===== config.mk =====
export PLATFORM = sky130hd
export DESIGN_NAME = hazard_ctrl
export DESIGN_NICKNAME = d
export VERILOG_FILES = /design/src/rtl/hazard_ctrl.sv
export SDC_FILE = /design/constraint.sdc
export NUM_CORES = 1
export LEC_CHECK = 0
export CAP_MARGIN = 10
export CORE_ASPECT_RATIO = 1.2
export CORE_UTILIZATION = 47
export CTS_CLUSTER_SIZE = 10
export DETAILED_ROUTE_END_ITERATION = 12
export PLACE_DENSITY = 0.86
export SYNTH_ARGS = -nofsm -noshare
export SYNTH_HDL_FRONTEND = slang
export SYNTH_SLANG_ARGS = --single-unit

===== constraint.sdc =====
create_clock -name clk -period 2.3 [get_ports clk]
set_input_delay 0.46 -clock clk [delete_from_list [all_inputs] [get_ports clk]]
set_output_delay 0.46 -clock clk [all_outputs]
set_load 0.05 [all_outputs]

===== src/rtl/hazard_ctrl.sv =====
`default_nettype none
// ============================================================================
//  Module      : hazard_ctrl
//  Description : Pipeline hazard / stall controller. Tracks in-flight writers
//                (DX, XM, MW) in a small scoreboard, raises RAW stalls,
//                handles branch redirects, memory freezes and HALT draining.
//  Revision    : 1.0 - initial release
// ============================================================================
module hazard_ctrl #(
  parameter int unsigned FORWARDING = 1,
  parameter int unsigned WB_BYPASS  = 1,
  parameter int unsigned DRAIN      = 3
) (
  input  logic        clk,
  input  logic        rst,
  input  logic        id_valid,
  input  logic [2:0]  readRegSel1,
  input  logic [2:0]  readRegSel2,
  input  logic        r1_hdu,
  input  logic        r2_hdu,
  input  logic [2:0]  writeRegSel,
  input  logic        regWrite,
  input  logic        memRead,
  input  logic        HALT,
  input  logic        branch_taken,
  input  logic        mem_stall,
  output logic        pc_en,
  output logic        if_id_en,
  output logic        if_id_flush,
  output logic        id_ex_en,
  output logic        id_ex_bubble,
  output logic        halted,
  output logic [15:0] stall_count
);

  typedef struct packed {
    logic       valid;
    logic       rw;
    logic       mr;
    logic [2:0] dest;
  } sb_t;

  typedef enum logic [1:0] {
    S_RUN    = 2'd0,
    S_DRAIN  = 2'd1,
    S_HALTED = 2'd2
  } state_t;

  localparam logic [2:0]  C_DRAIN_LAST = 3'(DRAIN - 1);
  localparam logic [15:0] C_CNT_MAX    = 16'hFFFF;

  state_t      state_q, state_d;
  sb_t         x_q, m_q, w_q;
  sb_t         x_d, m_d, w_d;
  logic [2:0]  drain_q, drain_d;
  logic [15:0] cnt_q, cnt_d;

  logic w_match_x, w_match_m, w_match_w, w_hz;

  // RAW check of the decode-stage sources against one in-flight writer; r0 is a real register
  function automatic logic match_e(input sb_t e, input logic vld,
                                   input logic u1, input logic [2:0] s1,
                                   input logic u2, input logic [2:0] s2);
    return e.valid & e.rw & vld & ((u1 & (s1 == e.dest)) | (u2 & (s2 == e.dest)));
  endfunction

  assign w_match_x = match_e(x_q, id_valid, r1_hdu, readRegSel1, r2_hdu, readRegSel2);
  assign w_match_m = match_e(m_q, id_valid, r1_hdu, readRegSel1, r2_hdu, readRegSel2);
  assign w_match_w = match_e(w_q, id_valid, r1_hdu, readRegSel1, r2_hdu, readRegSel2);

  // With forwarding only a load in EX cannot be bypassed in time
  assign w_hz = (FORWARDING != 0) ? (w_match_x & x_q.mr)
              : (w_match_x | w_match_m | ((WB_BYPASS == 0) & w_match_w));

  assign halted      = (state_q == S_HALTED);
  assign stall_count = cnt_q;

  // Control outputs, scoreboard shift, FSM and counter next-state
  always_comb begin
    pc_en        = 1'b0;
    if_id_en     = 1'b0;
    if_id_flush  = 1'b0;
    id_ex_en     = 1'b0;
    id_ex_bubble = 1'b0;
    state_d      = state_q;
    drain_d      = drain_q;
    cnt_d        = cnt_q;
    x_d          = x_q;
    m_d          = m_q;
    w_d          = w_q;

    // Reset and memory freeze both force every enable low and hold all state
    if (rst && !mem_stall) begin
      case (state_q)
        S_RUN: begin
          if (branch_taken) begin
            pc_en        = 1'b1;
            if_id_en     = 1'b1;
            if_id_flush  = 1'b1;
            id_ex_en     = 1'b1;
            id_ex_bubble = 1'b1;
          end else if (w_hz) begin
            id_ex_en     = 1'b1;
            id_ex_bubble = 1'b1;
            if (cnt_q != C_CNT_MAX) cnt_d = cnt_q + 16'd1;
          end else begin
            pc_en    = 1'b1;
            if_id_en = 1'b1;
            id_ex_en = 1'b1;
            if (HALT && id_valid) begin
              state_d = S_DRAIN;
              drain_d = 3'd0;
            end
          end
        end
        S_DRAIN: begin
          id_ex_en     = 1'b1;
          id_ex_bubble = 1'b1;
          if (drain_q == C_DRAIN_LAST) state_d = S_HALTED;
          else                         drain_d = drain_q + 3'd1;
        end
        default: begin
          state_d = S_HALTED;
        end
      endcase

      w_d = m_q;
      m_d = x_q;
      x_d = '{valid: id_valid & id_ex_en & ~id_ex_bubble,
              rw:    regWrite,
              mr:    memRead,
              dest:  writeRegSel};
    end
  end

  // State, scoreboard and counter registers
  always_ff @(posedge clk or negedge rst) begin
    if (!rst) begin
      state_q <= S_RUN;
      x_q     <= '0;
      m_q     <= '0;
      w_q     <= '0;
      drain_q <= 3'd0;
      cnt_q   <= 16'd0;
    end else begin
      state_q <= state_d;
      x_q     <= x_d;
      m_q     <= m_d;
      w_q     <= w_d;
      drain_q <= drain_d;
      cnt_q   <= cnt_d;
    end
  end

endmodule
`default_nettype wire


* Word level (Yosys, flattened, before mapping) *
Index checks and enable logic that the tools add are counted.
Widths: inputs -> output; s select.

storage, ports and cells
  register bits after elaboration = 27
  output and inout bits = 22

cells by class
  add/subtract/negate cells = 2
  equality and inequality tests = 11
  multiplexer cells = 25
  bitwise operators = 11
  reduce and logical (&&, ||, !) cells = 9

operators by type and width
  cell                   number
  $add 16x1->16 const B  1
  $ne 16x16->1 const B   1
  $mux 1                 14
  $mux 3                 4
  $ne 2x2->1 const B     5
  $reduce_and 5->1       2
  $and 1x1->1            8
  $mux 2                 4
  $eq 3x3->1             2
  $pmux 3 s2             1
  $reduce_and 6->1       1
  $pmux 2 s2             1
  $add 3x1->3 const B    1
  $eq 3x2->1 const B     1
  $eq 2x1->1 const B     1
  $eq 2x2->1 const B     1
  $logic_and 1x1->1      2
  $logic_not 2->1        1
  $not 1->1              2
  $pmux 1 s2             1
  $reduce_bool 2->1      1
  $reduce_or 2->1        1
  $logic_not 1->1        1
  $or 1x1->1             1

* Logic depth before layout (Yosys ltp) *
  depth after elaboration = 11
  gate-level depth with buffers = 8

* Least setup slack after synthesis *
OpenSTA, ideal clock, no wires.

  kind = input-to-output
  from = input mem_stall
  to = output pc_en
  data arrival time = 2.150 ns
  data required time = 1.840 ns
  path slack = -0.310 ns
  stages on the path = 5
  buffers on the path = 2
  path through = nand2b_1 -> buf_2 -> nor3_1 -> a21boi_1 -> buf_4

between the ends
  word-level cells in the longest chain between the ends = 3

RTL lines
  item                RTL line  text
  start: declaration  26        input logic mem_stall,
  $logic_not 1->1     93        if (rst && !mem_stall) begin
  $logic_and 1x1->1   93
  $mux 1              -
  end: declaration    27        output logic pc_en,

No other way between the ends.

* Final worst setup path *
  from = input id_valid
  to = output id_ex_bubble

between the ends
  word-level cells in the longest chain between the ends = 8

RTL lines
  item                       RTL line  text
  start: declaration         16        input logic id_valid,
  $and 1x1->1 (2 in series)  64        return e.valid & e.rw & vld & ((u1 & (s1 == e.dest)) | (u2 & (s2 == e.dest)));
  $and 1x1->1                72        assign w_hz = (FORWARDING != 0) ? (w_match_x & x_q.mr)
  $mux 1                     102       end else if (w_hz) begin
  $mux 1                     96        if (branch_taken) begin
  $pmux 1 s2                 94        case (state_q)
  $mux 1 (2 in series)       93
  end: declaration           31        output logic id_ex_bubble,

No other way between the ends. The select of a mux whose other input is x is not followed.

==> reports/metrics.yaml <==
synthXorXnorAreaFrac: 0.129
power_density_mw_per_mm2: 592
path_buf_inv: 2
synth_top_family_by_area: "simple AND/OR/NAND/NOR gates"
post-place-cells: 216
drt_iter0_markers: 22
synthArstFlopShare: 1.00
grt_pass1_wl_um: 5160
cts.sinks: 27
insertion_delay_ns: 0.33
die_area_mm2: 0.00325
antenna_found_initial: 0
outcome: "completed"
drv_slew: 0
cts_tree: "done"
finalSetupViolCount: 0
path_common_cell: "nor3_2"
mappedNetlistArea_mm2: 0.00142
hold_viol_final: 0
cp_top_family: "buffers and inverters"
hold_buffers: 0
routedWlPerCell_um: 14.1
synth_cell_types: 35
io_pins: 41
yosysMostFrequentCell: "nand2_1"
rows: 21
ys_ff_latch: 27
synthFlopType: "dfrtp_1"
relSlewSlack: 0.656
post_synth.cell_area_avg_um2: 10.2
die_y_um: 62.2
firstDrtPassIters: 4
synthTopCellsByArea: "dfrtp_1 (48%), xnor2_1 (12%), nand2_1 (7.4%)"
synth_common_cells: "nand2_1 (28), dfrtp_1 (27), xnor2_1 (20)"
synthesis.nets: 162
core_area_mm2: 0.00284
cp_max_fo: 3
yosysWarningCount: 0
drive_above_1_share: 0.160
cts_made_buffers: 3
crit_type: "primary input to output port"
grt_max_degree: 28
vias: 1211
route.detailed.drc: 0
clk_pin_slew_ns: 0.14
yosysTopAreaCell: "dfrtp_1"
overflow: 0
dpl_worst_slack_ns: -0.0384
synth_compound_area_frac: 0.0581
fin_nets: 211
syn_to_final_growth_pct: 39.5
place_hpwl_um: 2340
antenna_cells: 0
rsz0062_at_grt: "true"
wl_um: 3140
h-tree-depth: 1
synth_top_cell_area_share: 0.475
crit_path_end_kind: "output port"
io_buffer_count: 40
cp_slowest_stage_delay_ns: 0.53
cp.arrival_ns: 1.75
max_freq_ghz: 0.453
start_util: 0.501
clock_skew_ns: 0.00575
die_w_um: 52.2
seq_area_frac_synth: 0.475
period_share: 0.960
fin_cells: 222
total_leakage_power_nw: 0.871
period_minus_slack_ns: 2.21
worstHoldPathType: "register to register"
cpMaxStageDelayCell: "clkdlybuf4s50_1"
synth_adder_area_share: 0.0264
grt_usage: 0.211
via_per_inst: 5.45
worstPathCellList: "clkdlybuf4s50_1, nand4_1, a21oi_2, nor3_2, nor3_2, buf_12"
cap_violations: 0
synth_cells: 140
root_buffer: "clkbuf_4"
cp-start-kind: "primary input"
drtAntennaViolNets: 0
tightestPinTransition_ns: 0.515
cts_buffer_depth: 2
setup_slack_ns: 0.0914
gp_congestion: 0.841
synthMuxAreaShare: 0.00792
peakVddDrop_uv: 496
grt_pass1_vias: 1151
yosys.area_share.simple: 0.268
synth-edff-count: 0
critPathRequiredTime_ns: 1.84
==> metrics by stage <==
step	area, µm²	setup TNS [ns]	power (mW)	utilization	hold WS (ns)
4_1_cts	1970	0	1.18	0.693	0.505
3_3_place_gp	1930	0	0.955	0.681	0.472
5_1_grt	1980	-0.0505	1.25	0.699	0.544
2_1_floorplan	1430	0	0.812	-	0.164
3_5_place_dp	1930	-0.0384	0.978	0.681	0.473
6_report	1980	0	1.17	0.699	0.505
==> final cells by class <==
cell class,instances,area [µm²]
tap,34,42.5
multi-input combinational,106,717
timing repair buffer,49,513
clock buffer,3,22.5
sequential,27,676
clock inverter,1,5.00
fill,229,855
inverter,2,7.51
==> path summary, 6_finish.rpt <==
check,start,end,slack (ns),cells after the start
max in group asynchronous,rst,stall_count[14],1.49,2
min in group asynchronous,rst,state_q[1],0.56,2
worst min register to register,stall_count[9],stall_count[9],0.50,1
worst max register to register,x_q[1],stall_count[12],0.30,9
worst min-delay path,stall_count[9],stall_count[9],0.50,1
worst max-delay path,id_valid,id_ex_bubble,0.09,6
==> cells in the final DEF, fill, tap and decap left out, types with 2 or more instances in the layout <==
| master | instances |
|---|---|
| dfrtp_1 | 27 |
| inv_1 | 2 |
| nand3_2 | 6 |
| o21ai_1 | 2 |
| a21oi_1 | 2 |
| nand3_1 | 3 |
| buf_12 | 5 |
| nand2_1 | 28 |
| and4_1 | 2 |
| nor3_1 | 2 |
| clkbuf_4 | 3 |
| nor2_1 | 5 |
| nor3b_1 | 2 |
| dlygate4sd2_1 | 6 |
| nand4_1 | 8 |
| buf_4 | 9 |
| clkdlybuf4s50_1 | 28 |
| ha_1 | 3 |
| nor2b_1 | 3 |
| nor3_2 | 2 |
| xnor2_1 | 20 |
| and3_1 | 4 |
==> per-layer routing <==
metal | GRT usage | part of all wire | vias up
met3 | 0.0319 | 0.056 | 5
met5 | 0 | 0 | -
met4 | 0.0888 | 0.017 | 0
li1 | - | - | 576
met1 | 0.280 | 0.43 | 588
met2 | 0.338 | 0.50 | 42
==> flip-flops by register name, indices dropped and copies added, names as in the netlist <==
register     flops
state_q          2
drain_q          3
stall_count     16
x_q              6
==> worst reg2reg max path: cells and delay by family (launching register included) <==
family / cells / cell delay, ns
xor gates and xnor gates: 2 / 0.29
DFF: 1 / 0.43
buffers and inverters: 3 / 0.39
AOI/OAI and AO/OA: 1 / 0.22
and+or+nand+nor: 3 / 0.57
==> logic make-up (layout without fill, tap and decap cells) <==
| group | after synthesis | after routing |
|---|---|---|
| adder cells (fa/ha/maj) | 3 | 3 |
| XOR/XNOR | 21 | 21 |
| AO/OA/AOI/OAI | 12 | 12 |
| flip-flops | 27 | 27 |
| multiplexers | 1 | 1 |
| AND/OR/NAND/NOR | 69 | 69 |
| buffers and inverters | 7 | 55 |
==> power by group <==
part           switching (mW)  total (mW)  internal, mW
combinational           0.192       0.372         0.180
clock                   0.138       0.203        0.0655
sequential             0.0741       0.599         0.525
total                   0.404        1.17         0.770
==> what timing repair did <==
action | CTS | global route
endpoints found under the setup margin | 3 | 4
gates resized for setup | 7 | 2
buffers inserted | 1 | 1
pin swaps | 10 | 3
No activity file was read; power rests on OpenSTA's default activity.
